$ cat config.mk
export PLATFORM = sky130hd
export DESIGN_NAME = speicher_schnittstelle
export DESIGN_NICKNAME = d
export VERILOG_FILES = /design/src/rtl/speicher_schnittstelle.sv
export SDC_FILE = /design/constraint.sdc
export NUM_CORES = 1
export LEC_CHECK = 0
export ABC_CLOCK_PERIOD_IN_PS = 12950
export CAP_MARGIN = 20
export CORE_UTILIZATION = 47
export CTS_BUF_LIST = sky130_fd_sc_hd__clkbuf_4 sky130_fd_sc_hd__clkbuf_8
export DETAILED_ROUTE_END_ITERATION = 7
export PLACE_DENSITY_LB_ADDON = 0.25
export SLEW_MARGIN = 20
export SYNTH_ARGS = -nofsm -noshare
export SYNTH_HDL_FRONTEND = slang
export SYNTH_SLANG_ARGS = --single-unit
$ cat constraint.sdc
create_clock -name Clock -period 12.95 [get_ports Clock]
set_input_delay 2.59 -clock Clock [delete_from_list [all_inputs] [get_ports Clock]]
set_output_delay 2.59 -clock Clock [all_outputs]
set_load 0.02 [all_outputs]
$ cat src/rtl/speicher_schnittstelle.sv
// Purpose : memory interface that serialises instruction fetch, data load and
//           data store requests onto a single-port memory bus.
// Latency : 2 edges minimum (request sampled, then MemReady sampled); a bus
//           cycle that sees no MemReady is aborted after 255 wait cycles.
// Backpressure: requests are levels held by the requester; MemReady stalls
//           the bus cycle; a completion flag stays up until its request drops.
//
// Ports:
//   Clock, Reset                       rising-edge clock, async active-high reset
//   LoadBefehlSignal / PC              instruction fetch request and address
//   LoadDatenSignal / DatenAdresse     data load request and address
//   StoreDatenSignal / StoreDaten      data store request and write data
//   Befehl, GeladeneDaten              last fetched instruction / loaded word
//   BefehlGeladen, DatenGeladen,
//   DatenGespeichert                   completion flags
//   BusFehler                          sticky timeout indication
//   MemAddr, MemWData, MemRead,
//   MemWrite, MemRData, MemReady       external memory bus
//
// Optional feature: define SPEICHER_BEFEHLSPUFFER_EN for a one-entry
// instruction buffer that lets a repeated fetch of the same PC skip the bus.
module speicher_schnittstelle (
  input  logic        Clock,
  input  logic        Reset,
  input  logic        LoadBefehlSignal,
  input  logic        LoadDatenSignal,
  input  logic        StoreDatenSignal,
  input  logic [31:0] PC,
  input  logic [31:0] DatenAdresse,
  input  logic [31:0] StoreDaten,
  output logic [31:0] Befehl,
  output logic [31:0] GeladeneDaten,
  output logic        BefehlGeladen,
  output logic        DatenGeladen,
  output logic        DatenGespeichert,
  output logic        BusFehler,
  output logic [31:0] MemAddr,
  output logic [31:0] MemWData,
  output logic        MemRead,
  output logic        MemWrite,
  input  logic [31:0] MemRData,
  input  logic        MemReady
);

  typedef enum logic [2:0] {IDLE, READ_I, READ_D, WRITE, DONE} state_t;

  state_t      state_q, state_d;
  logic [31:0] mem_addr_q, mem_addr_d;
  logic [31:0] mem_wdata_q, mem_wdata_d;
  logic        mem_read_q, mem_read_d;
  logic        mem_write_q, mem_write_d;
  logic [31:0] befehl_q, befehl_d;
  logic [31:0] daten_q, daten_d;
  logic        befehl_geladen_q, befehl_geladen_d;
  logic        daten_geladen_q, daten_geladen_d;
  logic        daten_gespeichert_q, daten_gespeichert_d;
  logic        bus_fehler_q, bus_fehler_d;
  logic [7:0]  wait_cnt_q, wait_cnt_d;

  logic        bus_active;
  logic        bus_timeout;
  logic        owner_req;
  logic        buf_hit;
  logic [31:0] buf_data;

  assign bus_active = (state_q == READ_I) || (state_q == READ_D) || (state_q == WRITE);

  // The 255th consecutive wait cycle is the abort edge: the counter would
  // reach 255 there, so strobes are dropped instead of waiting further.
  assign bus_timeout = bus_active && !MemReady && (wait_cnt_q == 8'd254);

  // In DONE exactly one flag is up; it names the request that owns DONE.
  assign owner_req = (befehl_geladen_q    & LoadBefehlSignal) |
                     (daten_geladen_q     & LoadDatenSignal)  |
                     (daten_gespeichert_q & StoreDatenSignal);

`ifdef SPEICHER_BEFEHLSPUFFER_EN
  logic        buf_valid_q, buf_valid_d;
  logic [31:0] buf_tag_q, buf_tag_d;
  logic [31:0] buf_data_q, buf_data_d;

  assign buf_hit  = buf_valid_q && (PC == buf_tag_q);
  assign buf_data = buf_data_q;

  always_comb begin
    buf_valid_d = buf_valid_q;
    buf_tag_d   = buf_tag_q;
    buf_data_d  = buf_data_q;
    // Only a genuine bus read refills; a timed-out fetch leaves it alone.
    if (state_q == READ_I && MemReady) begin
      buf_valid_d = 1'b1;
      buf_tag_d   = mem_addr_q;
      buf_data_d  = MemRData;
    end
    // Any store leaving the bus to the buffered address may have changed
    // the word, so the entry is dropped whether or not it timed out.
    if (state_q == WRITE && (MemReady || bus_timeout) && (mem_addr_q == buf_tag_q)) begin
      buf_valid_d = 1'b0;
    end
  end

  always_ff @(posedge Clock or posedge Reset) begin
    if (Reset) begin
      buf_valid_q <= 1'b0;
      buf_tag_q   <= 32'h0;
      buf_data_q  <= 32'h0;
    end else begin
      buf_valid_q <= buf_valid_d;
      buf_tag_q   <= buf_tag_d;
      buf_data_q  <= buf_data_d;
    end
  end
`else
  assign buf_hit  = 1'b0;
  assign buf_data = 32'h0;
`endif

  always_comb begin
    state_d             = state_q;
    mem_addr_d          = mem_addr_q;
    mem_wdata_d         = mem_wdata_q;
    mem_read_d          = mem_read_q;
    mem_write_d         = mem_write_q;
    befehl_d            = befehl_q;
    daten_d             = daten_q;
    befehl_geladen_d    = befehl_geladen_q;
    daten_geladen_d     = daten_geladen_q;
    daten_gespeichert_d = daten_gespeichert_q;
    bus_fehler_d        = bus_fehler_q;
    wait_cnt_d          = wait_cnt_q;

    case (state_q)
      IDLE: begin
        // Store beats data load beats instruction fetch.
        if (StoreDatenSignal) begin
          mem_addr_d  = DatenAdresse;
          mem_wdata_d = StoreDaten;
          mem_write_d = 1'b1;
          wait_cnt_d  = 8'd0;
          state_d     = WRITE;
        end else if (LoadDatenSignal) begin
          mem_addr_d = DatenAdresse;
          mem_read_d = 1'b1;
          wait_cnt_d = 8'd0;
          state_d    = READ_D;
        end else if (LoadBefehlSignal) begin
          if (buf_hit) begin
            befehl_d         = buf_data;
            befehl_geladen_d = 1'b1;
            state_d          = DONE;
          end else begin
            mem_addr_d = PC;
            mem_read_d = 1'b1;
            wait_cnt_d = 8'd0;
            state_d    = READ_I;
          end
        end
      end

      READ_I, READ_D, WRITE: begin
        if (MemReady || bus_timeout) begin
          mem_read_d  = 1'b0;
          mem_write_d = 1'b0;
          state_d     = DONE;
          case (state_q)
            READ_I: begin
              befehl_d         = MemReady ? MemRData : 32'h0;
              befehl_geladen_d = 1'b1;
            end
            READ_D: begin
              daten_d         = MemReady ? MemRData : 32'h0;
              daten_geladen_d = 1'b1;
            end
            default: begin
              daten_gespeichert_d = 1'b1;
            end
          endcase
          if (bus_timeout) begin
            bus_fehler_d = 1'b1;
            wait_cnt_d   = 8'hFF;
          end
        end else begin
          wait_cnt_d = wait_cnt_q + 8'd1;
        end
      end

      DONE: begin
        if (!owner_req) begin
          befehl_geladen_d    = 1'b0;
          daten_geladen_d     = 1'b0;
          daten_gespeichert_d = 1'b0;
          state_d             = IDLE;
        end
      end

      default: begin
        state_d = IDLE;
      end
    endcase
  end

  always_ff @(posedge Clock or posedge Reset) begin
    if (Reset) begin
      state_q             <= IDLE;
      mem_addr_q          <= 32'h0;
      mem_wdata_q         <= 32'h0;
      mem_read_q          <= 1'b0;
      mem_write_q         <= 1'b0;
      befehl_q            <= 32'h0;
      daten_q             <= 32'h0;
      befehl_geladen_q    <= 1'b0;
      daten_geladen_q     <= 1'b0;
      daten_gespeichert_q <= 1'b0;
      bus_fehler_q        <= 1'b0;
      wait_cnt_q          <= 8'd0;
    end else begin
      state_q             <= state_d;
      mem_addr_q          <= mem_addr_d;
      mem_wdata_q         <= mem_wdata_d;
      mem_read_q          <= mem_read_d;
      mem_write_q         <= mem_write_d;
      befehl_q            <= befehl_d;
      daten_q             <= daten_d;
      befehl_geladen_q    <= befehl_geladen_d;
      daten_geladen_q     <= daten_geladen_d;
      daten_gespeichert_q <= daten_gespeichert_d;
      bus_fehler_q        <= bus_fehler_d;
      wait_cnt_q          <= wait_cnt_d;
    end
  end

  assign Befehl           = befehl_q;
  assign GeladeneDaten    = daten_q;
  assign BefehlGeladen    = befehl_geladen_q;
  assign DatenGeladen     = daten_geladen_q;
  assign DatenGespeichert = daten_gespeichert_q;
  assign BusFehler        = bus_fehler_q;
  assign MemAddr          = mem_addr_q;
  assign MemWData         = mem_wdata_q;
  assign MemRead          = mem_read_q;
  assign MemWrite         = mem_write_q;

endmodule

# After elaboration in Yosys (flattened, before gate mapping)
# Index checks and enable logic that the tools add are counted.
# Widths: inputs -> output; s select.
# totals
word_cells,90
ff_bits,145
inputBits,134
# classes
n_bitwise,5
n_eq_ne,15
n_addsub,1
reduce_logical,24
n_mux,33
# op_table
cell,n
$mux 32,4
$mux 8,5
$reduce_and 3->1,6
$pmux 8 s2,1
$reduce_and 4->1,4
$mux 3,5
$ne 2x2->1 const B,7
$mux 1,12
$pmux 1 s2,5
$pmux 3 s3,1
$add 8x1->8 const B,1
$eq 8x8->1 const B,1
$eq 3x2->1 const B,2
$ne 3x3->1 const B,2
$ne 4x4->1 const B,1
$reduce_and 2->1,2
$reduce_bool 2->1,2
$and 1x1->1,3
$eq 3x1->1 const B,1
$eq 3x3->1 const B,1
$logic_not 3->1,1
$logic_or 1x1->1,3
$reduce_bool 3->1,1
$reduce_or 3->1,1
other kinds (4),6

# Logic depth before layout (Yosys ltp)
# Gate-level depths: netlist (run 1).
# depth
depth_word,8
mapped_depth,7

# Worst setup path after synthesis (run 1)
# Ideal clock, no wire load.
# synth_timing
path_type,input port to flip-flop
start,in LoadDatenSignal
end,reg mem_addr_q[10] (netlist: MemAddr[10])
n_path_buf,2
stages,5
arrival_time_ns,3.575
path_slack_ns,9.292
setup_ns,0.083
t_required_ns,12.867
path_cell_list,o31ai_1 buf_2 buf_2 nand2_1 o21ai_0
# synth_between
elab_chain_cells,2
elab_cells_between_ends,4
# synth_lines
item,line_no,source
from (decl),26,"input logic LoadDatenSignal,"
$reduce_bool 3->1 (no line) or $mux 32 (tied branches),n/a,
$reduce_and 2->1 (no line) or $mux 32 (tied branches),n/a,
to (signal assigned),218,mem_addr_q <= mem_addr_d;
to (decl),48,"logic [31:0] mem_addr_q, mem_addr_d;"
# Parallel ways exist; a longest one is shown, timed or not.
# A chain may end at the register's enable or synchronous reset.

# Worst setup path in the final report (run 1)
# layout_timing
start,in StoreDatenSignal
end,reg mem_wdata_q[13] (netlist: MemWData[13])
# layout_between
elab_chain_cells,1
# layout_lines
item,line_no,source
from (decl),27,"input logic StoreDatenSignal,"
$reduce_and 2->1 (no line),n/a,
to (signal assigned),219,mem_wdata_q <= mem_wdata_d;
to (decl),49,"logic [31:0] mem_wdata_q, mem_wdata_d;"
# No other way between the ends.

==> results.json, run 1 <==
{
  "synth_area_leaders": "dfrtp_1 (61%), a32o_1 (11%), mux2_2 (6.0%), mux2i_1 (5.4%), o21ai_0 (2.6%)",
  "rows": 40,
  "grtUsageMet3_pct": 7.380,
  "clock_sinks": 145,
  "max_freq_mhz": 233.9,
  "firstDrtPassIters": 5,
  "nets": 840,
  "grt_pass1_vias": 4976,
  "ys_seq_area_share_pct": 60.69,
  "cpPeakStageDelay_ps": 660,
  "gr-total-overflow": 0,
  "slew_viol_final": 0,
  "min_path_cells": 2,
  "netlist.area_leader.share_pct": 60.69,
  "diodes": 0,
  "setup_viol": 0,
  "yosys.area.top_type": "dfrtp_1",
  "die_w_um": 114.8,
  "clockBufferDepth": 2,
  "cp_max_fo": 23,
  "dpl.cell_count": 852,
  "cts_hold_buf": 0,
  "power_frac_seq_pct": 35.1,
  "post_cts_buffers": 0,
  "syn_to_final_growth_pct": 52.68,
  "period_share_pct": 33.02,
  "hold_violations": 0,
  "io_pins": 268,
  "yosysUniqueCellTypes": 44,
  "via_per_inst": 5.573,
  "grt_util_met1_pct": 29.00,
  "route.vias.total": 4921,
  "status": "finished, final reports clean",
  "wl_per_cell_um": 18.32,
  "relSlewSlack_pct": 39.47,
  "syn_inst": 447,
  "cts-resized-gates": 0,
  "dpl_cell_area_mm2": 0.008716,
  "cap_violations": 0,
  "arrival_ps": 4600,
  "multi_input_area_mm2": 0.002141,
  "cp-start-kind": "primary input",
  "critical_path_required_ps": 13270,
  "fill_cells": 865,
  "drt_wl_total_mm": 16.18,
  "cpLargestDelayFamily": "buffers and inverters",
  "comb_power_share_pct": 49.3,
  "synth_area_per_cell_um2": 13.37,
  "gp_congestion": 0.7798,
  "die-area_mm2": 0.01317,
  "rsz0062_at_grt": "no",
  "die_h_um": 114.8,
  "grt.met2_usage_pct": 43.84,
  "dpl.hpwl_mm": 11.42,
  "grt_pass1_wl_mm": 25.59,
  "switchingPower_mw": 0.8433,
  "core_mm2": 0.01221,
  "seq_area_mm2": 0.003628,
  "yosysWarnings": 0,
  "grt_usage_pct": 25.55,
  "clock_latency_ps": 440,
  "port_buffers": 267,
  "antenna_found_initial": 0,
  "layout_min_cycle_time_ps": 4276,
  "p_clk_share_pct": 15.6,
  "syn-cell-area_mm2": 0.005978,
  "cp_cell_sequence": "clkdlybuf4s50_1 > and2_1 > buf_4 > mux2_2",
  "r2r_cells": 4,
  "instances_no_fill": 883,
  "final_area_mm2": 0.009128,
  "remaining_drc_errors": 0,
  "cp_num_cells": 4,
  "grt.busiest_layer": "met2",
  "clk_pin_slew_ps": 70,
  "cts_tree": "yes",
  "hold_path_class": "reg -> reg",
  "worst_pin_slew_ps": 908.0,
  "leakage_nw": 3.795,
  "syn-num-nets": 583,
  "grt_max_degree": 74,
  "cts_inserted_buffers": 17,
  "internal_power_mw": 1.409,
  "skew_ps": 7.051,
  "ant_nets": 0,
  "criticalPathCategory": "in -> reg",
  "cp-end-kind": "register",
  "drt_iter0_drc": 425,
  "setup_tns_ps": 0,
  "root_buffer": "clkbuf_8",
  "switching_share_pct": 37.44,
  "cp_slowest_cell": "clkdlybuf4s50_1",
  "ys_seq_elements": 145,
  "drive_above_1_share_pct": 12.03,
  "irDropWorstVdd_v": 0.0001402,
  "cp_num_buf_inv": 2,
  "p_per_area_mw_per_mm2": 246.8,
  "start_util_pct": 48.95,
  "htreeDepth": 4
}
tightest hold or removal path, delay by kind of cell, from the launching register on:
family           cells  cell delay (ps)
AND/OR/NAND/NOR      1               40
flip-flops           1              340
AO/OA/AOI/OAI        1               60
synthesized netlist by cell type, drive strengths merged:
cell type,instances
mux2,32
nor2,10
a31oi,2
o211a,1
a21o,1
nor3,6
nand3b,1
and4,1
nand3,4
a32o,64
o21bai,2
and2,1
mux2i,32
buf,20
o41ai,2
ha,2
nor2b,1
a222oi,1
o31ai,1
nor3b,3
nand4,1
dfrtp,145
a22o,2
o311a,1
clkbuf,16
nand2,39
or2,2
a21oi,8
nor4,1
a41oi,1
o21ba,1
a2111oi,1
o31a,1
a311oi,2
inv,5
o21ai,34
layout make-up:
| cell class | instances | share of cell area (%) |
|---|---|---|
| Tap cell | 168 | 2.303 |
| Sequential cell | 145 | 39.75 |
| Multi-Input combinational cell | 261 | 23.45 |
| Clock buffer | 24 | 3.413 |
| Clock inverter | 6 | 0.8773 |
| Timing Repair Buffer | 274 | 29.94 |
| Inverter | 5 | 0.2605 |
worst paths after layout:
check | startpoint | to | slack [ps]
setup / recovery | StoreDatenSignal | MemWData[13]$_DFFE_PP0P_ | 8670
hold / removal | MemAddr[25]$_DFFE_PP0P_ | MemAddr[25]$_DFFE_PP0P_ | 480
setup reg to reg | state_q[2]$_DFFE_PP0P_ | MemWData[13]$_DFFE_PP0P_ | 10360
hold reg to reg | MemAddr[25]$_DFFE_PP0P_ | MemAddr[25]$_DFFE_PP0P_ | 480
max in group asynchronous | Reset | Befehl[25]$_DFFE_PP0P_ | 8980
min in group asynchronous | Reset | MemWData[9]$_DFFE_PP0P_ | 2610
power by group through the flow:
| stage | registers [mW] | clock network, mW | logic [mW] |
|---|---|---|---|
| 3_3_place_gp | 0.785 | 0 | 1.09 |
| 5_1_grt | 0.818 | 0.382 | 1.18 |
| 4_1_cts | 0.792 | 0.358 | 1.12 |
| 2_1_floorplan | 1.02 | 0 | 0.360 |
| 6_report | 0.792 | 0.351 | 1.11 |
| 3_5_place_dp | 0.799 | 0 | 1.12 |
flip-flops by register name (all words and copies together), names as in the netlist:
register          flops
Befehl               32
GeladeneDaten        32
MemAddr              32
MemWData             32
wait_cnt_q            8
state_q               3
BefehlGeladen         1
BusFehler             1
DatenGeladen          1
DatenGespeichert      1
MemRead               1
MemWrite              1
cell usage in the layout (no fill, tap or decap), types with 2 or more instances in the layout:
cell type and count:
nor2_1 8, dfrtp_1 145, nor3b_4 2, a32o_1 64, nand3_1 4, clkdlybuf4s50_1 266, a31oi_1 2, o21ai_1 3
clkbuf_8 21, a22o_2 2, clkbuf_4 3, a311oi_1 2, nand2_4 2, nand2_1 37, a21oi_1 8, mux2_2 32
or2_2 2, ha_1 2, o21ai_0 31, nor3_1 6, mux2i_1 32, clkinv_2 4, o21bai_1 2, inv_1 4
buf_4 6, bufinv_16 2
per-stage QoR:
stage                     hold slack (ps)  total power [mW]  setup WS (ps)  utilization (%)
after floorplan                     497.9             1.375           6465                -
after global placement              443.6             1.873           8257            71.37
after detailed placement            462.5             1.917           8181            71.37
after CTS                           483.5             2.270           8673            74.58
after global routing                505.5             2.379           8559            74.74
final                               479.3             2.253           8674            74.74
routing by layer:
| metal | vias up | part of all wire [%] |
|---|---|---|
| met1 | 2455 | 38 |
| met4 | 0 | 3.6 |
| met2 | 220 | 51 |
| li1 | 2206 | - |
| met5 | - | 0 |
| met3 | 40 | 7.4 |
cell families (layout without fill, tap and decap cells):
group,after synthesis,after routing,share of synthesized area [%]
flip-flops,145,145,60.69
AO/OA/AOI/OAI,125,125,17.29
AND/OR/NAND/NOR,70,70,6.153
multiplexers,64,64,11.39
buffers and inverters,41,309,4.060
adder cells (fa/ha/maj),2,2,0.4185
(Power assumes the default switching activity.)
==> run 2, diff against run 1 <==
--- a/config.mk
+++ b/config.mk
@@ -5,9 +5,9 @@
 export SDC_FILE = /design/constraint.sdc
 export NUM_CORES = 1
 export LEC_CHECK = 0
-export ABC_CLOCK_PERIOD_IN_PS = 12950
+export ABC_CLOCK_PERIOD_IN_PS = 3800
 export CAP_MARGIN = 20
-export CORE_UTILIZATION = 47
+export CORE_UTILIZATION = 39
 export CTS_BUF_LIST = sky130_fd_sc_hd__clkbuf_4 sky130_fd_sc_hd__clkbuf_8
 export DETAILED_ROUTE_END_ITERATION = 7
 export PLACE_DENSITY_LB_ADDON = 0.25
==> constraint.sdc (replaced) <==
create_clock -name Clock -period 3.8 [get_ports Clock]
set_input_delay 0.76 -clock Clock [delete_from_list [all_inputs] [get_ports Clock]]
set_output_delay 0.76 -clock Clock [all_outputs]
set_load 0.02 [all_outputs]
==> run 2 against run 1 <==
Compared with the run above: hold slack worse by 6.7 ps; critical path depth stayed put; sequential share of layout area down 0.28 points; sequential power increased to 3.4 times the previous value; clock-buffer cell count is 1 lower; combinational power increased to 3.4 times the previous value; global-route usage is 4.0 points lower; total power rose to 3.4 times the previous value; critical path type is now reg -> reg; critical endpoint is now MemWData[22]$_DFFE_PP0P_; largest power group unchanged; highest routed layer unchanged.
==> results.json, run 2 (synthesis results as in run 1) <==
{
  "status": "finished, final reports clean",
  "cap_violations": 0,
  "die-area_mm2": 0.01583,
  "layout_min_cycle_time_ps": 2567,
  "leakage_nw": 3.800,
  "irDropWorstVdd_v": 0.0004847,
  "r2r_cells": 4,
  "final_area_mm2": 0.009193,
  "criticalPathCategory": "reg -> reg",
  "min_delay_worst_endpoint": "BusFehler$_DFFE_PP0P_",
  "dpl.cell_count": 869,
  "drt_wl_total_mm": 16.34,
  "route.vias.total": 4766,
  "start_util_pct": 40.52,
  "cpPeakStageDelay_ps": 600,
  "p_per_area_mw_per_mm2": 843.7,
  "skew_ps": 10.54,
  "grt_pass1_vias": 4970,
  "min_path_cells": 1,
  "worst_pin_slew_ps": 748.5,
  "cpLargestDelayFamily": "simple AND/OR/NAND/NOR gates",
  "cp_slowest_cell": "dfrtp_1",
  "grt_pass1_wl_mm": 26.27,
  "drt_iter0_drc": 239,
  "port_buffers": 267,
  "cts_hold_buf": 0,
  "wl_per_cell_um": 18.13,
  "worst_hold_startpoint": "BusFehler$_DFFE_PP0P_",
  "setup_tns_ps": 0,
  "max_freq_mhz": 389.6,
  "nets": 840,
  "timing.rr.start": "state_q[2]$_DFFE_PP0P_",
  "slew_viol_final": 0,
  "rrSetupSlack_ps": 1230,
  "critical_path_required_ps": 4120,
  "cp_num_buf_inv": 1,
  "die_w_um": 125.8,
  "diodes": 0,
  "cp_max_fo": 23,
  "grt_usage_pct": 21.55,
  "gp_congestion": 0.8157,
  "layout_commonest_cell": "clkdlybuf4s50_1",
  "post_cts_buffers": 0,
  "final_cell_mix": "clkdlybuf4s50_1 (266), dfrtp_1 (145), a32o_1 (64)",
  "seq_area_mm2": 0.003628,
  "cp-end-kind": "register",
  "ant_nets": 0,
  "root_buffer": "clkbuf_8",
  "hold_violations": 0,
  "clk_pin_slew_ps": 80,
  "drive_above_1_share_pct": 12.27,
  "period_share_pct": 67.55,
  "hold_path_class": "reg -> reg",
  "instances_no_fill": 901,
  "gr-total-overflow": 0,
  "cp_cell_sequence": "nor3_1 > and2_1 > buf_4 > mux2_2",
  "remaining_drc_errors": 0,
  "clock_sinks": 145,
  "clockBufferDepth": 2,
  "htreeDepth": 4,
  "dpl_cell_area_mm2": 0.008755,
  "cp-start-kind": "register",
  "r2r-end": "MemWData[22]$_DFFE_PP0P_",
  "antenna_found_initial": 0,
  "syn_to_final_growth_pct": 53.77,
  "fill_cells": 1190,
  "setup_viol": 0,
  "rsz0062_at_grt": "no",
  "firstDrtPassIters": 5,
  "cts_tree": "yes",
  "arrival_ps": 2890,
  "grt_max_degree": 146,
  "io_pins": 268,
  "core_mm2": 0.01475,
  "cts_inserted_buffers": 17,
  "multi_input_area_mm2": 0.002141,
  "die_h_um": 125.8,
  "cts-resized-gates": 0,
  "via_per_inst": 5.290,
  "rows": 44,
  "relSlewSlack_pct": 50.10,
  "clock_latency_ps": 440,
  "dpl.hpwl_mm": 11.44
}
==> run 2: how the worst max path moves through the flow <==
stage | cells after the start | start | to
final | 4 | state_q[2]$_DFFE_PP0P_ | MemWData[22]$_DFFE_PP0P_
after global routing | 4 | state_q[2]$_DFFE_PP0P_ | MemWData[5]$_DFFE_PP0P_
after CTS | 4 | state_q[2]$_DFFE_PP0P_ | MemWData[22]$_DFFE_PP0P_
after detailed placement | 4 | StoreDatenSignal | MemWData[22]$_DFFE_PP0P_
after global placement | 4 | StoreDatenSignal | MemWData[22]$_DFFE_PP0P_
after floorplan | 1 | Reset | BefehlGeladen$_DFFE_PP0P_
==> run 2: report_power, final <==
part | internal [mW] | leakage (nW) | total (mW) | switching, mW
Clock | 0.741 | 0.217 | 1.30 | 0.561
Sequential | 2.25 | 1.80 | 2.68 | 0.435
Combinational | 1.89 | 1.78 | 3.77 | 1.88
==> run 2: final cells by class <==
cell class / count / share of cell area (%)
Clock inverter: 9 / 1.388
Timing Repair Buffer: 274 / 29.73
Sequential cell: 145 / 39.47
Clock buffer: 23 / 3.376
Multi-Input combinational cell: 261 / 23.29
Tap cell: 184 / 2.504
Inverter: 5 / 0.2450
==> run 2: worst register-to-register path: cells and delay by family (launching register included) <==
kind          cells  cell delay (ps)
simple gates      2             1050
flops             1              600
buf+inv           1              400
mux               1              400
==> run 2: per-layer routing <==
layer | vias up | GRT usage, % | wire (um)
met5 | - | 0 | 0
met4 | 0 | 10.84 | 503
met3 | 35 | 4.715 | 786
met2 | 164 | 37.65 | 8518
met1 | 2352 | 25.01 | 6531
li1 | 2215 | - | -
==> run 2: stage by stage <==
step | setup slack (ps) | utilization (%) | power [mW] | hold slack [ps]
floorplan | 1221 | - | 4.687 | 497.9
global placement | 966.8 | 59.34 | 6.407 | 460.0
detailed placement | 893.1 | 59.34 | 6.526 | 446.6
CTS | 1199 | 62.31 | 7.849 | 474.2
global route | 1086 | 62.31 | 8.194 | 494.5
finish | 1233 | 62.31 | 7.756 | 472.6
==> run 3, diff against run 2 <==
--- a/config.mk
+++ b/config.mk
@@ -5,7 +5,7 @@
 export SDC_FILE = /design/constraint.sdc
 export NUM_CORES = 1
 export LEC_CHECK = 0
-export ABC_CLOCK_PERIOD_IN_PS = 3800
+export ABC_CLOCK_PERIOD_IN_PS = 2200
 export CAP_MARGIN = 20
 export CORE_UTILIZATION = 39
 export CTS_BUF_LIST = sky130_fd_sc_hd__clkbuf_4 sky130_fd_sc_hd__clkbuf_8
==> constraint.sdc (replaced) <==
create_clock -name Clock -period 2.2 [get_ports Clock]
set_input_delay 0.44 -clock Clock [delete_from_list [all_inputs] [get_ports Clock]]
set_output_delay 0.44 -clock Clock [all_outputs]
set_load 0.02 [all_outputs]
==> run 3 against run 2 <==
Compared with the run above: maximum frequency increased by 25%; critical path type unchanged; routed wire length shrank 0.72%; sequential power increased by 72%; via count is 2.1% higher; sequential share of layout area down 0.69 points; die area did not move; critical endpoint is now Befehl[5]$_DFFE_PP0P_; cell count is 1.1% higher.
==> results.json, run 3 (synthesis results as in run 1) <==
{
  "rrSetupSlack_ps": 150,
  "cts_tree": "yes",
  "cp_slowest_cell": "o41ai_4",
  "drt_wl_total_mm": 16.22,
  "clock_latency_ps": 440,
  "period_share_pct": 93.37,
  "dpl.hpwl_mm": 11.62,
  "hold_violations": 0,
  "cpPeakStageDelay_ps": 550,
  "critical_path_required_ps": 2530,
  "syn_to_final_growth_pct": 56.51,
  "layout_commonest_cell": "clkdlybuf4s50_1",
  "dp_slack_ps": 155.5,
  "port_buffers": 267,
  "clockBufferDepth": 2,
  "cp_num_cells": 7,
  "fill_cells": 1163,
  "p_per_area_mw_per_mm2": 1456,
  "grt_pass1_wl_mm": 26.32,
  "route.vias.total": 4865,
  "r2r_cells": 7,
  "cpLargestDelayFamily": "compound AO/OA/AOI/OAI gates",
  "cts_inserted_buffers": 17,
  "ant_nets": 0,
  "arrival_ps": 2380,
  "die_h_um": 125.8,
  "skew_ps": 11.44,
  "timing.rr.start": "wait_cnt_q[0]$_DFFE_PP0P_",
  "clock_sinks": 145,
  "final_cell_mix": "clkdlybuf4s50_1 (266), dfrtp_1 (145), a32o_1 (64)",
  "status": "finished, final reports clean",
  "irDropWorstVdd_v": 0.0006712,
  "hold_path_class": "in -> reg",
  "htreeDepth": 4,
  "root_buffer": "clkbuf_8",
  "firstDrtPassIters": 5,
  "r2r-end": "Befehl[5]$_DFFE_PP0P_",
  "cp_max_fo": 32,
  "nets": 850,
  "gr-total-overflow": 0,
  "cp-endpoint": "Befehl[5]$_DFFE_PP0P_",
  "cap_violations": 0,
  "worstSetupStartpoint": "wait_cnt_q[0]$_DFFE_PP0P_",
  "setup_tns_ps": 0,
  "remaining_drc_errors": 0,
  "setup_viol": 0,
  "grt_max_degree": 86,
  "cp_num_buf_inv": 2,
  "grt_pass1_vias": 5130,
  "layout_min_cycle_time_ps": 2054,
  "worst_pin_slew_ps": 673.2,
  "diodes": 0,
  "cts-resized-gates": 0,
  "gp_congestion": 0.7861,
  "io_pins": 268,
  "leakage_nw": 3.888,
  "slew_viol_final": 0,
  "grt_usage_pct": 21.45,
  "drt_iter0_drc": 268,
  "worst_slack_ps": 145.8,
  "multi_input_area_mm2": 0.002141,
  "wl_per_cell_um": 17.81,
  "cp-start-kind": "register",
  "antenna_found_initial": 0,
  "die-area_mm2": 0.01583,
  "relSlewSlack_pct": 55.12,
  "via_per_inst": 5.340,
  "criticalPathCategory": "reg -> reg",
  "start_util_pct": 40.52,
  "cp-end-kind": "register",
  "clk_pin_slew_ps": 80,
  "cts_hold_buf": 0,
  "rsz0062_at_grt": "no",
  "rows": 44,
  "drive_above_1_share_pct": 13.48,
  "core_mm2": 0.01475,
  "cp_cell_sequence": "inv_1 > ha_1 > nand4_4 > o41ai_4 > nand2_4 > buf_12 > a32o_1",
  "seq_area_mm2": 0.003628,
  "post_cts_buffers": 0,
  "max_freq_mhz": 486.8,
  "die_w_um": 125.8
}
==> run 3: changes by cell type in the layout (fill, tap and decap cells not counted), sizes merged <==
cell,before,now
buf,8,18
bufinv,3,4
clkbuf,23,22
clkinv,3,4
clkinvlp,4,3
==> run 3: layout make-up <==
| type | instances | area share, % |
|---|---|---|
| clock buffer | 22 | 3.169 |
| clock inverter | 10 | 1.658 |
| inverter | 5 | 0.2407 |
| multi-input combinational | 261 | 22.88 |
| sequential | 145 | 38.78 |
| tap | 184 | 2.461 |
| timing repair buffer | 284 | 30.81 |
==> run 3: worst reg2reg max path, stage by stage (launching register included) <==
cell	delay, ps
dfrtp_1	440
inv_1	80
ha_1	220
nand4_4	150
o41ai_4	550
nand2_4	90
buf_12	190
a32o_1	240
==> run 3: worst min path at each step <==
| stage | slack [ps] | depth (start not counted) | end | from |
|---|---|---|---|---|
| after detailed placement | 450 | 1 | BusFehler$_DFFE_PP0P_ | BusFehler$_DFFE_PP0P_ |
| after CTS | 400 | 3 | wait_cnt_q[4]$_DFFE_PP0P_ | MemReady |
| after floorplan | 500 | 1 | wait_cnt_q[0]$_DFFE_PP0P_ | wait_cnt_q[0]$_DFFE_PP0P_ |
| final | 460 | 3 | wait_cnt_q[4]$_DFFE_PP0P_ | MemReady |
| after global routing | 450 | 3 | wait_cnt_q[4]$_DFFE_PP0P_ | MemReady |
| after global placement | 460 | 1 | BusFehler$_DFFE_PP0P_ | BusFehler$_DFFE_PP0P_ |
==> run 3: metrics by stage <==
| stage | hold slack, ps | total power [mW] | cell area (um^2) | cells | util (%) |
|---|---|---|---|---|---|
| floorplan | 497.9 | 8.096 | 5982 | 447 | - |
| global placement | 459.0 | 11.21 | 8905 | 879 | 60.35 |
| detailed placement | 454.3 | 11.43 | 8905 | 879 | 60.35 |
| CTS | 401.0 | 13.79 | 9356 | 911 | 63.42 |
| global route | 445.8 | 14.38 | 9356 | 911 | 63.42 |
| finish | 460.6 | 13.63 | 9356 | 911 | 63.42 |
==> run 3: layer usage <==
metal  track usage [%]  share of wire, %
met2             38.59                53
met5                 0                 0
met4             8.930               2.0
met1             24.16                39
met3             5.523               5.2
==> run 3: power by group <==
part / switching [mW] / internal (mW) / leakage, nW / total (mW)
clock: 0.973 / 1.36 / 0.228 / 2.33
sequential: 0.718 / 3.88 / 1.80 / 4.60
combinational: 3.30 / 3.39 / 1.86 / 6.69
total: 4.99 / 8.63 / 3.89 / 13.6
